[config.mk]
export PLATFORM = sky130hd
export DESIGN_NAME = morse_keyer
export DESIGN_NICKNAME = d
export VERILOG_FILES = /design/src/rtl/morse_pkg.sv /design/src/rtl/morse_rom.sv /design/src/rtl/morse_keyer.sv
export SDC_FILE = /design/constraint.sdc
export NUM_CORES = 1
export LEC_CHECK = 0
export BUFFER_PORTS_ARGS = -buffer_cell sky130_fd_sc_hd__buf_2
export CAP_MARGIN = 40
export CORE_MARGIN = 3
export CORE_UTILIZATION = 47
export CTS_BUF_LIST = sky130_fd_sc_hd__clkbuf_4
export CTS_CLUSTER_SIZE = 12
export DETAILED_ROUTE_END_ITERATION = 10
export PLACE_DENSITY = 0.67
export SETUP_SLACK_MARGIN = 0.15
export SYNTH_ARGS = -nofsm -noshare
export SYNTH_HDL_FRONTEND = slang
export SYNTH_SLANG_ARGS = --single-unit
[constraint.sdc]
create_clock -name CLK -period 5.8 [get_ports CLK]
set_clock_uncertainty 0.15 [all_clocks]
set_input_delay 0.87 -clock CLK [delete_from_list [all_inputs] [get_ports CLK]]
set_output_delay 0.87 -clock CLK [all_outputs]
set_load 0.01 [all_outputs]
[src/rtl/morse_pkg.sv]
// Shared definitions for the Morse keyer: FSM state encoding, element and
// gap lengths in Morse units, the ROM code word layout and ASCII helpers.
package morse_pkg;

    typedef enum logic [2:0] {
        ST_IDLE     = 3'd0,
        ST_LOAD     = 3'd1,
        ST_MARK     = 3'd2,
        ST_GAP      = 3'd3,
        ST_CHAR_GAP = 3'd4,
        ST_WORD_GAP = 3'd5
    } morse_state_t;

    localparam int unsigned MAX_ELEMENTS         = 32'd5;
    localparam int unsigned DOT_UNITS            = 32'd1;
    localparam int unsigned DASH_UNITS           = 32'd3;
    localparam int unsigned GAP_UNITS            = 32'd1;
    localparam int unsigned CHAR_GAP_UNITS       = 32'd3;
    localparam int unsigned WORD_GAP_EXTRA_UNITS = 32'd4;
    localparam logic [7:0]  SPACE_CODE           = 8'h20;

    // valid=0 marks an unsupported character; len=0 with valid=1 is the space.
    // pat is left-aligned: pat[4] is the first element, 1 = dash.
    typedef struct packed {
        logic       valid;
        logic [2:0] len;
        logic [4:0] pat;
    } morse_code_t;

    // Lower-case letters share the upper-case codes.
    function automatic logic [7:0] fold_upper(input logic [7:0] c);
        if ((c >= 8'h61) && (c <= 8'h7A)) begin
            return c - 8'h20;
        end else begin
            return c;
        end
    endfunction

endpackage

[src/rtl/morse_rom.sv]
// ASCII to Morse code lookup (purely combinational).
// Ports:
//   char_data : ASCII character (either case)
//   code      : {valid, len[2:0], pat[4:0]} for the folded character
module morse_rom
    import morse_pkg::*;
(
    input  logic [7:0]  char_data,
    output morse_code_t code
);

    logic [7:0] upper_s;

    // ITU code table indexed by the upper-case character.
    always_comb begin
        upper_s = fold_upper(char_data);
        code    = {1'b0, 3'd0, 5'b00000};
        case (upper_s)
            8'h41: code = {1'b1, 3'd2, 5'b01000}; // A .-
            8'h42: code = {1'b1, 3'd4, 5'b10000}; // B -...
            8'h43: code = {1'b1, 3'd4, 5'b10100}; // C -.-.
            8'h44: code = {1'b1, 3'd3, 5'b10000}; // D -..
            8'h45: code = {1'b1, 3'd1, 5'b00000}; // E .
            8'h46: code = {1'b1, 3'd4, 5'b00100}; // F ..-.
            8'h47: code = {1'b1, 3'd3, 5'b11000}; // G --.
            8'h48: code = {1'b1, 3'd4, 5'b00000}; // H ....
            8'h49: code = {1'b1, 3'd2, 5'b00000}; // I ..
            8'h4A: code = {1'b1, 3'd4, 5'b01110}; // J .---
            8'h4B: code = {1'b1, 3'd3, 5'b10100}; // K -.-
            8'h4C: code = {1'b1, 3'd4, 5'b01000}; // L .-..
            8'h4D: code = {1'b1, 3'd2, 5'b11000}; // M --
            8'h4E: code = {1'b1, 3'd2, 5'b10000}; // N -.
            8'h4F: code = {1'b1, 3'd3, 5'b11100}; // O ---
            8'h50: code = {1'b1, 3'd4, 5'b01100}; // P .--.
            8'h51: code = {1'b1, 3'd4, 5'b11010}; // Q --.-
            8'h52: code = {1'b1, 3'd3, 5'b01000}; // R .-.
            8'h53: code = {1'b1, 3'd3, 5'b00000}; // S ...
            8'h54: code = {1'b1, 3'd1, 5'b10000}; // T -
            8'h55: code = {1'b1, 3'd3, 5'b00100}; // U ..-
            8'h56: code = {1'b1, 3'd4, 5'b00010}; // V ...-
            8'h57: code = {1'b1, 3'd3, 5'b01100}; // W .--
            8'h58: code = {1'b1, 3'd4, 5'b10010}; // X -..-
            8'h59: code = {1'b1, 3'd4, 5'b10110}; // Y -.--
            8'h5A: code = {1'b1, 3'd4, 5'b11000}; // Z --..
            8'h30: code = {1'b1, 3'd5, 5'b11111}; // 0
            8'h31: code = {1'b1, 3'd5, 5'b01111}; // 1
            8'h32: code = {1'b1, 3'd5, 5'b00111}; // 2
            8'h33: code = {1'b1, 3'd5, 5'b00011}; // 3
            8'h34: code = {1'b1, 3'd5, 5'b00001}; // 4
            8'h35: code = {1'b1, 3'd5, 5'b00000}; // 5
            8'h36: code = {1'b1, 3'd5, 5'b10000}; // 6
            8'h37: code = {1'b1, 3'd5, 5'b11000}; // 7
            8'h38: code = {1'b1, 3'd5, 5'b11100}; // 8
            8'h39: code = {1'b1, 3'd5, 5'b11110}; // 9
            SPACE_CODE: code = {1'b1, 3'd0, 5'b00000};
            default: code = {1'b0, 3'd0, 5'b00000};
        endcase
    end

endmodule

[src/rtl/morse_keyer.sv]
// Morse keyer: accepts ASCII characters over a valid/ready handshake and
// produces the on/off keying stream, one Morse unit = TICK_RATE clocks.
// Ports:
//   CLK, RST_N  : clock, asynchronous active-low reset
//   CHAR_VALID  : upstream has a character on CHAR_DATA
//   CHAR_DATA   : ASCII character
//   CHAR_READY  : keyer is idle and takes CHAR_DATA this cycle
//   KEY         : keying output, 1 = mark
//   BUSY        : character or gap in progress
//   CHAR_START  : one-cycle pulse on the cycle after acceptance
module morse_keyer
    import morse_pkg::*;
#(
    parameter int unsigned TICK_RATE = 32'd2500000
) (
    input  logic       CLK,
    input  logic       RST_N,
    input  logic       CHAR_VALID,
    input  logic [7:0] CHAR_DATA,
    output logic       CHAR_READY,
    output logic       KEY,
    output logic       BUSY,
    output logic       CHAR_START
);

    localparam int unsigned CW = $clog2(64'(TICK_RATE) + 64'd1);
    localparam logic [CW-1:0] UNIT_LAST = CW'(TICK_RATE - 32'd1);
    // A space ends 2 clocks short of 4 units: the idle handshake cycle before
    // it and the one before the next character complete the word gap, so
    // mark-to-mark spacing in a held stream is exactly 7 units.
    localparam longint unsigned WG_END_POS =
        64'(WORD_GAP_EXTRA_UNITS) * 64'(TICK_RATE) - 64'd3;
    localparam logic [2:0]    WG_END_IDX = 3'(WG_END_POS / 64'(TICK_RATE));
    localparam logic [CW-1:0] WG_END_CNT = CW'(WG_END_POS % 64'(TICK_RATE));

    morse_state_t  state_r, state_nx_s;
    logic [CW-1:0] unit_cnt_r;
    logic [2:0]    unit_idx_r;
    logic [2:0]    elem_idx_r;
    morse_code_t   code_r;
    morse_code_t   rom_code_s;

    logic       transfer_s, unit_end_s, elem_end_s, last_elem_s;
    logic       gap_end_s, cgap_end_s, wgap_end_s, phase_end_s, is_letter_s;
    logic [2:0] elem_units_s;
    logic       key_nx_s, busy_nx_s, ready_nx_s, start_nx_s;

    morse_rom u_rom (
        .char_data (CHAR_DATA),
        .code      (rom_code_s)
    );

    // Element/gap timing decode from the counters.
    always_comb begin
        transfer_s   = CHAR_READY && CHAR_VALID;
        is_letter_s  = code_r.valid && (code_r.len != 3'd0);
        unit_end_s   = (unit_cnt_r == UNIT_LAST);
        elem_units_s = code_r.pat[3'd4 - elem_idx_r] ? 3'(DASH_UNITS) : 3'(DOT_UNITS);
        elem_end_s   = unit_end_s && (unit_idx_r == (elem_units_s - 3'd1));
        last_elem_s  = (elem_idx_r == (code_r.len - 3'd1));
        gap_end_s    = unit_end_s && (unit_idx_r == 3'(GAP_UNITS - 32'd1));
        cgap_end_s   = unit_end_s && (unit_idx_r == 3'(CHAR_GAP_UNITS - 32'd1));
        wgap_end_s   = (unit_idx_r == WG_END_IDX) && (unit_cnt_r == WG_END_CNT);
        // LOAD is the first clock of the first mark, so it ends elements too.
        phase_end_s  = (((state_r == ST_LOAD) && is_letter_s) || (state_r == ST_MARK))
                       ? elem_end_s : ((state_r == ST_GAP) && gap_end_s);
    end

    // State register.
    always_ff @(posedge CLK or negedge RST_N) begin
        if (!RST_N) begin
            state_r <= ST_IDLE;
        end else begin
            state_r <= state_nx_s;
        end
    end

    // Next-state logic.
    always_comb begin
        state_nx_s = state_r;
        case (state_r)
            ST_IDLE: begin
                state_nx_s = transfer_s ? ST_LOAD : ST_IDLE;
            end
            ST_LOAD: begin
                if (!code_r.valid) begin
                    state_nx_s = ST_IDLE;
                end else if (code_r.len == 3'd0) begin
                    state_nx_s = ST_WORD_GAP;
                end else if (elem_end_s) begin
                    // only reachable when a unit is a single clock
                    state_nx_s = last_elem_s ? ST_CHAR_GAP : ST_GAP;
                end else begin
                    state_nx_s = ST_MARK;
                end
            end
            ST_MARK: begin
                if (elem_end_s) begin
                    state_nx_s = last_elem_s ? ST_CHAR_GAP : ST_GAP;
                end else begin
                    state_nx_s = ST_MARK;
                end
            end
            ST_GAP:      state_nx_s = gap_end_s  ? ST_MARK : ST_GAP;
            ST_CHAR_GAP: state_nx_s = cgap_end_s ? ST_IDLE : ST_CHAR_GAP;
            ST_WORD_GAP: state_nx_s = wgap_end_s ? ST_IDLE : ST_WORD_GAP;
            default:     state_nx_s = ST_IDLE;
        endcase
    end

    // Output decode from the next state, registered below.
    always_comb begin
        key_nx_s   = (state_nx_s == ST_MARK) ||
                     ((state_nx_s == ST_LOAD) && rom_code_s.valid && (rom_code_s.len != 3'd0));
        busy_nx_s  = (state_nx_s != ST_IDLE);
        ready_nx_s = (state_nx_s == ST_IDLE);
        start_nx_s = (state_r == ST_IDLE) && (state_nx_s == ST_LOAD);
    end

    // Output registers.
    always_ff @(posedge CLK or negedge RST_N) begin
        if (!RST_N) begin
            KEY        <= 1'b0;
            BUSY       <= 1'b0;
            CHAR_READY <= 1'b1;
            CHAR_START <= 1'b0;
        end else begin
            KEY        <= key_nx_s;
            BUSY       <= busy_nx_s;
            CHAR_READY <= ready_nx_s;
            CHAR_START <= start_nx_s;
        end
    end

    // Unit, unit-index and element counters; all held at zero while idle.
    always_ff @(posedge CLK or negedge RST_N) begin
        if (!RST_N) begin
            unit_cnt_r <= '0;
            unit_idx_r <= 3'd0;
            elem_idx_r <= 3'd0;
        end else if (state_nx_s == ST_IDLE) begin
            unit_cnt_r <= '0;
            unit_idx_r <= 3'd0;
            elem_idx_r <= 3'd0;
        end else if (state_r != ST_IDLE) begin
            unit_cnt_r <= unit_end_s ? '0 : (unit_cnt_r + CW'(1));
            if (phase_end_s) begin
                unit_idx_r <= 3'd0;
            end else if (unit_end_s) begin
                unit_idx_r <= unit_idx_r + 3'd1;
            end else begin
                unit_idx_r <= unit_idx_r;
            end
            if ((state_r == ST_GAP) && gap_end_s) begin
                elem_idx_r <= elem_idx_r + 3'd1;
            end else begin
                elem_idx_r <= elem_idx_r;
            end
        end else begin
            unit_cnt_r <= '0;
            unit_idx_r <= 3'd0;
            elem_idx_r <= 3'd0;
        end
    end

    // Character code captured on acceptance.
    always_ff @(posedge CLK or negedge RST_N) begin
        if (!RST_N) begin
            code_r <= {1'b0, 3'd0, 5'b00000};
        end else if (transfer_s) begin
            code_r <= rom_code_s;
        end else begin
            code_r <= code_r;
        end
    end

endmodule

Word-level counts from Yosys, hierarchy flattened:

Memories as Yosys holds them, arrays and structs flattened.
Cells that the tools add are included.

* bits in read-only memories: 1152
* memories: 1
* input bits: 11
* output and inout port bits: 4
* word-level logic and storage cells: 84
* flip-flop bits (word level): 44

* reduce and logical (&&, ||, !) cells: 22
* magnitude comparators: 3
* $add $sub $neg: 7
* mux-type cells: 25
* equal/unequal tests: 15

Memory list
* (name not given): depth 128, width 9, rd ports 1, clocked after Yosys merged registers in 0, write ports 0, line morse_rom.sv:18 `case (upper_s)`

Operators with widths (count)
* 22-bit two-way mux: 3
* 22-bit == test (second input constant): 2
* 3-bit two-way mux: 13
* 22-bit by 1-bit adder with 22-bit output (second input constant): 1
* 3-bit one-hot mux with 6 select lines: 1
* 3-bit by 2-bit == test with 1-bit output (second input constant): 5
* 1-bit logical AND: 12
* 3-bit logical NOT: 4
* 3-bit nonzero test: 4
* 9-bit two-way mux: 1
* 8-bit by 7-bit greater-or-equal comparator with 1-bit output (second input constant): 1
* 8-bit by 7-bit less-or-equal comparator with 1-bit output (second input constant): 1
* 8-bit two-way mux: 1
* 8-bit by 6-bit subtractor with 8-bit output (second input constant): 1
* 3-bit by 1-bit adder with 3-bit output (second input constant): 2
* 3-bit by 1-bit == test with 1-bit output (second input constant): 2
* 3-bit == test: 2
* 3-bit == test (second input constant): 2
* 3-bit by 4-bit less-than comparator with 1-bit output (second input constant): 1
* 1-bit two-way mux: 4
* 4-bit != test (second input constant): 1
* 1-bit binary-select mux with 3-bit select: 1
* 3-bit != test (second input constant): 1
* 2-bit by 1-bit subtractor with 3-bit output (second input constant): 1
* other kinds (4): 5

Longest topological paths before layout:

Gate-level depths: netlist of run 1.

* depth after elaboration: 15
* mapped depth: 9

Hierarchy:

A second synthesis of run 1 with hierarchy kept.

* cells, all modules: 337
* area, all modules: 3089.2 um2

By module, submodules not included
* morse_keyer: seq. area each 1102.3 um2, cells an instance 228, instances 1, area an instance 2353.5 um2
* morse_rom: seq. area each 0.0 um2, cells an instance 109, instances 1, area an instance 735.7 um2

Worst setup path after synthesis of run 1:

OpenSTA, ideal clock, no wires.

* path kind: input port to flip-flop
* start point: input CHAR_DATA[1]
* end point: register code_r[3] in the netlist's numbering
* setup slack: 3.039 ns
* setup time: 0.129 ns
* stages: 9
* arrival time: 2.482 ns
* required time: 5.521 ns
* cell sequence: clkbuf_1 > inv_1 > ha_1 > or4b_1 > or2_4 > a31oi_4 > nor2_1 > a22oi_1 > o21ai_0

* word-level cells in the longest chain between the ends: 5

RTL lines
* start, declared: line morse_keyer.sv:19 `input logic [7:0] CHAR_DATA,`
* 8-bit by 7-bit greater-or-equal comparator with 1-bit output / 8-bit by 7-bit less-or-equal comparator with 1-bit output (equally long branches): line morse_pkg.sv:32 `if ((c >= 8'h61) && (c <= 8'h7A)) begin`
* 1-bit logical AND: line morse_pkg.sv:32
* 8-bit two-way mux *: line morse_pkg.sv:32
* memory 128 x 9 bit
* 9-bit two-way mux *: line morse_rom.sv:18
* end signal, assigned: line morse_keyer.sv:169 `code_r <= {1'b0, 3'd0, 5'b00000};`
* end signal, assigned: line morse_keyer.sv:171 `code_r <= rom_code_s;`
* end signal, assigned: line morse_keyer.sv:173 `code_r <= code_r;`
* end, declared: line morse_keyer.sv:40 `morse_code_t code_r;`

Every way passes the cells marked *; elsewhere a longest branch is shown, timed or not.
A chain may end at the register's enable or synchronous reset.

Final worst setup path of run 1:

* start point: register unit_idx_r[1]
* end point: register unit_cnt_r[5]

* word-level cells in the longest chain between the ends: 8

RTL lines
* start, declared: line morse_keyer.sv:38 `logic [2:0] unit_idx_r;`
* start signal, assigned: line morse_keyer.sv:150 `unit_idx_r <= unit_idx_r + 3'd1;`
* start signal, assigned: line morse_keyer.sv:152 `unit_idx_r <= unit_idx_r;`
* 3-bit == test: line morse_keyer.sv:59 `elem_end_s = unit_end_s && (unit_idx_r == (elem_units_s - 3'd1));`
* 1-bit logical AND: line morse_keyer.sv:59
* 3-bit two-way mux: line morse_keyer.sv:90, morse_keyer.sv:98
* 3-bit two-way mux: line morse_keyer.sv:88 `end else if (code_r.len == 3'd0) begin`
* 3-bit two-way mux: line morse_keyer.sv:86 `if (!code_r.valid) begin`
* 3-bit one-hot mux with 6 select lines *: line morse_keyer.sv:81 `case (state_r)`
* 3-bit logical NOT *: line morse_keyer.sv:141 `end else if (state_nx_s == ST_IDLE) begin`
* 22-bit two-way mux *: line morse_keyer.sv:141
* end signal, assigned: line morse_keyer.sv:146 `unit_cnt_r <= unit_end_s ? '0 : (unit_cnt_r + CW'(1));`
* end, declared: line morse_keyer.sv:37 `logic [CW-1:0] unit_cnt_r;`

Marked as above.

==> flow_summary.yaml, run 1 <==
clock_network:
  cts-htree-levels: 2
  ctsLongestPathBuffers: 2
  clock_latency_reported_for_the_late_side_of_the_worst_skew_pair_ns: 0.36
  post_cts_resize_count: 0
  cts_made_buffers: 5
  hold_buffers: 0
  post_cts_buffers: 0
  cts_root_buf: "clkbuf_4"
  clock_tree_from_tritoncts: "built"
  clock_sink_count: 44
  clk_transition_reported_paths_ns: 0.14
critical_path:
  critical_path.most_common_cell: "ha_1"
  critical_path.max_stage_delay_ns: 0.62
  crit_arrival_ns: 2.87
  critPathRequiredTime_ns: 5.88
  setup.worst_path.start_class: "register"
  criticalPathCategory: "register to register"
  crit_path_max_fanout: 21
  worstPathCellList: "ha_1 -> ha_1 -> nand4_1 -> a211oi_1 -> a31oi_2 -> nor3_4 -> or2_1 -> nor2_1"
  cpMaxStageDelayCell: "or2_1"
  worstSetupEndpointType: "register"
sta:
  layout_worst_path_cycle_share_pct: 48.1
  whs_ns: 0.281
  achievable-frequency_ghz: 0.358
  slew_at_the_pin_closest_to_its_max_slew_limit_ns: 0.707
  report.final.slew_viol_count: 0
  post-route-min-period_ns: 2.79
  number_of_failing_hold_endpoints_at_the_final_stage: 0
  unrepaired_setup_endpoints_after_global_routing: "false"
  tns_ns: 0
  report.final.setup_viol: 0
  max_slew_headroom_pct: 52.9
final_layout:
  insertedDiodeCount: 0
  nets: 380
  fillCellCount: 590
  areaGrowthSynthToFinish_pct: 5.40
  finish.instance_area_um2: 3230
  finish.utilization_pct: 52.9
  post_route_cells_drive_above_1_share_pct: 10.8
grt:
  grt_util_met2_pct: 27.5
  grtUsageMet3_pct: 3.14
  antenna_found_initial: 0
  gr-total-overflow: 0
  busiest_layer: "met2"
  grt_usage_pct: 17.7
  grt_max_degree: 29
  first_global_vias: 2297
  wire_length_of_the_first_global_routing_pass_um: 10800
  gr-usage-met1_pct: 25.4
detailed_routing:
  firstDrtPassIters: 4
  via_count: 2394
  wl_per_cell_um: 14.3
  post-route-drc-count: 0
  1st_iter_drt_viols: 104
  drt_wl_total_um: 6090
  avgViaCountPerCell: 5.62
  detail-route-antenna-nets: 0
logic_synthesis:
  synth.avg_cell_area_um2: 8.95
  synth_edf_count: 0
  mappedNetlistArea_um2: 3060
  post-synth-top-area-cell: "dfrtp_1"
  synth_nets: 371
  netlist_top_cells_area: "dfrtp_1, ha_1, nor2_1, xnor2_1, xor2_1"
  netlist-cell-type-count: 62
  ys_seq_elements: 44
  ys.flop_type: "dfrtp_1"
  synth-adder-area-share_pct: 7.36
  post_synth_xor_area_fraction_pct: 8.83
  seq_area_frac_synth_pct: 36.0
  synthesis.instances: 342
  share_of_the_synthesized_area_in_the_top_cell_type_pct: 35.2
  postSynth.asyncResetShare_pct: 100
  post-synth-top-count-cell: "nor2_1"
  synth_mux_area_share_pct: 4.25
  synth_top_family_by_area: "simple AND/OR/NAND/NOR gates"
  post_synth_and_or_nand_nor_area_fraction_pct: 25.2
  synth_compound_area_share_pct: 13.6
  synthesis.yosys.warnings: 0
  synthTopCellsByCount: "nor2_1, dfrtp_1, nand2_1, inv_1, ha_1"
floorplanning:
  io_pins: 15
  initial_core_util_pct: 50.2
  dieWidth_um: 86.7
  fp.dieH_um: 86.7
  core_um2: 6100
  die_area_um2: 7520
  placement_rows: 28
placement:
  globalplace.congestion: 0.971
  placement.io_buffers: 14
  place_area_um2: 3180
  dp_hpwl_um: 4620
pwr:
  irDropWorstVdd_mv: 0.191
  pwr_density_cell_nw_per_um2: 227
  power.static_leakage_nw: 1.36
run:
  cap_violations: 0
run_status:
  outcome: "finished, final reports clean"
min_path:
  worstHoldPathType: "input pin to async pin"
[area by class of cell]
cell class	instances	area (um^2)	area share, %
Clock buffer	5	37.5	1.16
Clock inverter	2	12.5	0.388
Inverter	20	75.1	2.33
Multi-Input combinational cell	265	1810	56.2
Sequential cell	44	1100	34.2
Tap cell	75	93.8	2.91
Timing Repair Buffer	15	90.1	2.79
[cells by family after synthesis]
| family | after synthesis |
|---|---|
| AOI/OAI and AO/OA | 57 |
| xor gates and xnor gates | 30 |
| adders and majority gates | 18 |
| buffers and inverters | 33 |
| DFF | 44 |
| muxes | 9 |
| and+or+nand+nor | 151 |
[flip-flops by register name, indices dropped and copies added (netlist names), 3 cells and up]
register    count
unit_cnt_r     22
elem_idx_r      3
code_r          9
unit_idx_r      3
state_r         3
[report_power, final]
group / switching (mW) / internal [mW]
Clock: 0.0979 / 0.0443
Sequential: 0.0242 / 0.340
Combinational: 0.142 / 0.0850
[worst paths after layout]
check | from | to | slack [ns] | depth (start not counted)
setup / recovery | unit_idx_r[1]$_DFFE_PN0P_ | unit_cnt_r[5]$_DFF_PN0_ | 3.01 | 8
hold / removal | RST_N | unit_cnt_r[7]$_DFF_PN0_ | 0.28 | 1
setup reg to reg | unit_idx_r[1]$_DFFE_PN0P_ | unit_cnt_r[5]$_DFF_PN0_ | 3.01 | 8
hold reg to reg | code_r[4]$_DFFE_PN0P_ | code_r[4]$_DFFE_PN0P_ | 0.34 | 2
max in group asynchronous | RST_N | code_r[1]$_DFFE_PN0P_ | 4.71 | 2
min in group CLK | code_r[4]$_DFFE_PN0P_ | code_r[4]$_DFFE_PN0P_ | 0.34 | 2
[placed cells by master, fill, tap and decap left out, drive strengths merged, types with 2 or more instances in the layout]
cell type,count
and4,2
mux2i,5
o211ai,2
mux4,2
nand3b,3
nand4,7
buf,15
a22oi,3
nor3b,2
nand2,27
mux2,2
nor3,11
a21oi,10
xor2,13
clkbuf,5
inv,19
a31oi,6
o21a,2
a211oi,7
nand2b,9
a21o,2
or2,2
nor2,52
nor4b,2
o21ai,15
dfrtp,43
and3,7
ha,18
xnor2,17
nor4,2
clkinv,2
nand3,10
nor2b,8
[metal layers]
metal / vias up / routed length (um)
li1: 1209 / -
met1: 1138 / 3110
met2: 43 / 2730
met3: 4 / 188
met4: 0 / 57
met5: - / 0
[metrics by stage]
stage	setup slack (ns)	total power, mW	cells
global placement	2.91	0.596	418
finish	3.01	0.734	426
floorplan	3.04	0.538	342
detailed placement	2.85	0.598	419
CTS	3.00	0.744	426
global route	2.71	0.788	426
[worst max-delay path: cells and delay by family (launching register included)]
family,cells,cell delay [ns]
and+or+nand+nor,4,1.23
AOI/OAI and AO/OA,2,0.50
DFF,1,0.47
adders and majority gates,2,0.31
No activity file was read; power rests on OpenSTA's default activity.
==> run 2, diff against run 1 <==
--- a/config.mk
+++ b/config.mk
@@ -5,6 +5,7 @@
 export SDC_FILE = /design/constraint.sdc
 export NUM_CORES = 1
 export LEC_CHECK = 0
+export ABC_AREA = 1
 export BUFFER_PORTS_ARGS = -buffer_cell sky130_fd_sc_hd__buf_2
 export CAP_MARGIN = 40
 export CORE_MARGIN = 3
==> constraint.sdc (replaced) <==
create_clock -name CLK -period 2.9 [get_ports CLK]
set_clock_uncertainty 0.15 [all_clocks]
set_input_delay 0.435 -clock CLK [delete_from_list [all_inputs] [get_ports CLK]]
set_output_delay 0.435 -clock CLK [all_outputs]
set_load 0.01 [all_outputs]
==> run 2 against run 1 <==
Critical path depth rose by 2. Combinational power grew 130%. First-iteration DRC count increased by 12%. Sequential cell count stayed put. Power increased by 110%. Highest routed layer unchanged. Cell count increased by 24%. Register-to-register slack lost 2.6 ns. Design area increased by 4.0%. Count of clock-buffer cells in the layout stayed put.
==> flow_summary.yaml, run 2 <==
min_path:
  worstHoldPathType: "input pin to async pin"
final_layout:
  layout_commonest_cell: "nand2_1"
  insertedDiodeCount: 0
  post_route_cells_drive_above_1_share_pct: 9.56
  finish.utilization_pct: 52.5
  most-common-layout-cells: "nand2_1, nor2_1, inv_1"
  largest_register_ff_count: 22
  nets: 479
  largest-register: "unit_cnt_r"
  largest_registers: "unit_cnt_r x22, code_r x9"
  finish.instance_area_um2: 3350
  areaGrowthSynthToFinish_pct: 7.11
  final-instance-count-excl-fill: 527
detailed_routing:
  route.layer.met1.wl_um: 3090
  1st_iter_drt_viols: 116
  detail-route-antenna-nets: 0
  met3RoutedLength_um: 385
  firstDrtPassIters: 4
  route.met2.wl_um: 3190
  via_count: 2750
  wl_per_cell_um: 12.8
  avgViaCountPerCell: 5.22
  drt_wl_total_um: 6730
  post-route-drc-count: 0
  top_layer_used: "met4"
logic_synthesis:
  synth_nets: 462
  synth_edf_count: 0
  synthTopCellsByCount: "nand2_1, nor2_1, inv_1, dfrtp_1, nand3_1"
  netlist-cell-type-count: 38
  ys_seq_elements: 44
  post-synth-top-area-cell: "dfrtp_1"
  post-synth-top-count-cell: "nand2_1"
  synthesis.instances: 433
  seq_area_frac_synth_pct: 35.2
  netlist_top_cells_area: "dfrtp_1, nand2_1, nor2_1, inv_1, ha_1"
  synth.avg_cell_area_um2: 7.23
  postSynth.asyncResetShare_pct: 100
  mappedNetlistArea_um2: 3130
  ys.flop_type: "dfrtp_1"
  share_of_the_synthesized_area_in_the_top_cell_type_pct: 34.4
  synthesis.yosys.warnings: 0
sta:
  layout_worst_path_cycle_share_pct: 86.0
  post-route-min-period_ns: 2.49
  unrepaired_setup_endpoints_after_global_routing: "false"
  tns_ns: 0
  report.final.slew_viol_count: 0
  slew_at_the_pin_closest_to_its_max_slew_limit_ns: 0.408
  number_of_failing_hold_endpoints_at_the_final_stage: 0
  achievable-frequency_ghz: 0.401
  whs_ns: 0.320
  max_slew_headroom_pct: 72.6
  report.final.setup_viol: 0
critical_path:
  critPathRequiredTime_ns: 2.97
  crit_arrival_ns: 2.56
  setup.worst_path.start_class: "register"
  r2r_end: "BUSY$_DFF_PN0_"
  crit_path_max_fanout: 17
  worstSetupEndpointType: "register"
  regToRegSetupSlack_ns: 0.41
  critical_path.reg2reg.startpoint: "elem_idx_r[0]$_DFFE_PN0P_"
  criticalPathCategory: "register to register"
  rr_worst_depth: 10
floorplanning:
  dieWidth_um: 87.6
  core_um2: 6390
  io_pins: 15
  fp.dieH_um: 87.6
  initial_core_util_pct: 49.0
  placement_rows: 29
  die_area_um2: 7680
run:
  cap_violations: 0
clock_network:
  cts_root_buf: "clkbuf_4"
  cts-htree-levels: 2
  clock_tree_from_tritoncts: "built"
  post_cts_buffers: 0
  clk_transition_reported_paths_ns: 0.13
  ctsLongestPathBuffers: 2
  clock_latency_reported_for_the_late_side_of_the_worst_skew_pair_ns: 0.36
  clock_sink_count: 44
  cts_made_buffers: 5
placement:
  placed_cells_incl_taps: 519
  placement.io_buffers: 14
  dp_hpwl_um: 5210
  place_area_um2: 3290
  globalplace.congestion: 0.985
pwr:
  pwr_density_cell_nw_per_um2: 462
  irDropWorstVdd_mv: 0.462
  power.static_leakage_nw: 1.59
grt:
  wire_length_of_the_first_global_routing_pass_um: 11700
  gr-total-overflow: 0
  grt_usage_pct: 19.1
  first_global_vias: 2611
  grt_max_degree: 35
  antenna_found_initial: 0
run_status:
  outcome: "finished, final reports clean"
==> run 2: logic make-up (layout without fill, tap and decap cells) <==
logic type                 after synthesis  count (layout)  share of synthesized area (%)
and+or+nand+nor                        227             227                           32.9
AOI/OAI and AO/OA                       48              48                           8.83
xor gates and xnor gates                24              24                           6.71
buffers and inverters                   72              89                           9.19
DFF                                     44              44                           35.2
adders and majority gates               18              18                           7.19
==> run 2: repair_timing <==
| item | in CTS | in global routing |
|---|---|---|
| hold endpoints to repair | 10 | 0 |
| endpoints found under the setup margin | 0 | 1 |
| hold buffers | 1 | 0 |
| resized for setup | 0 | 1 |
==> run 2: critical path, stage by stage (launching register included) <==
cell and delay [ns]:
dfrtp_1 0.48, inv_1 0.13, ha_1 0.34, nor3_1 0.25, nand2_1 0.10, nand3_1 0.14
nand4_1 0.10, nand2_1 0.08, nand2_2 0.14, nor2_8 0.31, nand3_1 0.15
==> run 2: where the power goes <==
group / total [mW] / internal (mW) / leakage (nW) / switching [mW]
combinational: 0.526 / 0.167 / 0.959 / 0.358
sequential: 0.738 / 0.690 / 0.601 / 0.0485
clock: 0.286 / 0.0887 / 0.0271 / 0.197
==> run 2: area by class of cell <==
class | count | area (um^2)
tap | 77 | 96.3
sequential | 44 | 1100
fill | 619 | 3030
inverter | 65 | 249
multi-input combinational | 317 | 1750
timing repair buffer | 17 | 108
clock inverter | 2 | 12.5
clock buffer | 5 | 37.5
==> run 2: worst max path at each step <==
| stage | start | to | depth (start not counted) |
|---|---|---|---|
| CTS | elem_idx_r[0]$_DFFE_PN0P_ | unit_cnt_r[0]$_DFF_PN0_ | 10 |
| detailed placement | elem_idx_r[0]$_DFFE_PN0P_ | unit_cnt_r[0]$_DFF_PN0_ | 10 |
| global placement | elem_idx_r[0]$_DFFE_PN0P_ | unit_cnt_r[3]$_DFF_PN0_ | 10 |
| global route | elem_idx_r[0]$_DFFE_PN0P_ | CHAR_READY$_DFF_PN1_ | 11 |
| floorplan | elem_idx_r[0]$_DFFE_PN0P_ | unit_cnt_r[0]$_DFF_PN0_ | 11 |
| finish | elem_idx_r[0]$_DFFE_PN0P_ | BUSY$_DFF_PN0_ | 10 |
==> run 2: stage by stage <==
step,worst slack [ns],power [mW]
6_report,0.405,1.55
5_1_grt,0.190,1.67
4_1_cts,0.365,1.56
3_5_place_dp,0.383,1.27
3_3_place_gp,0.507,1.26
2_1_floorplan,0.742,1.14
==> run 2: per-layer routing <==
metal	vias to the layer above	track usage [%]
li1	1429	-
met1	1236	26.4
met2	78	31.6
met3	7	2.92
met4	0	4.74
met5	-	0
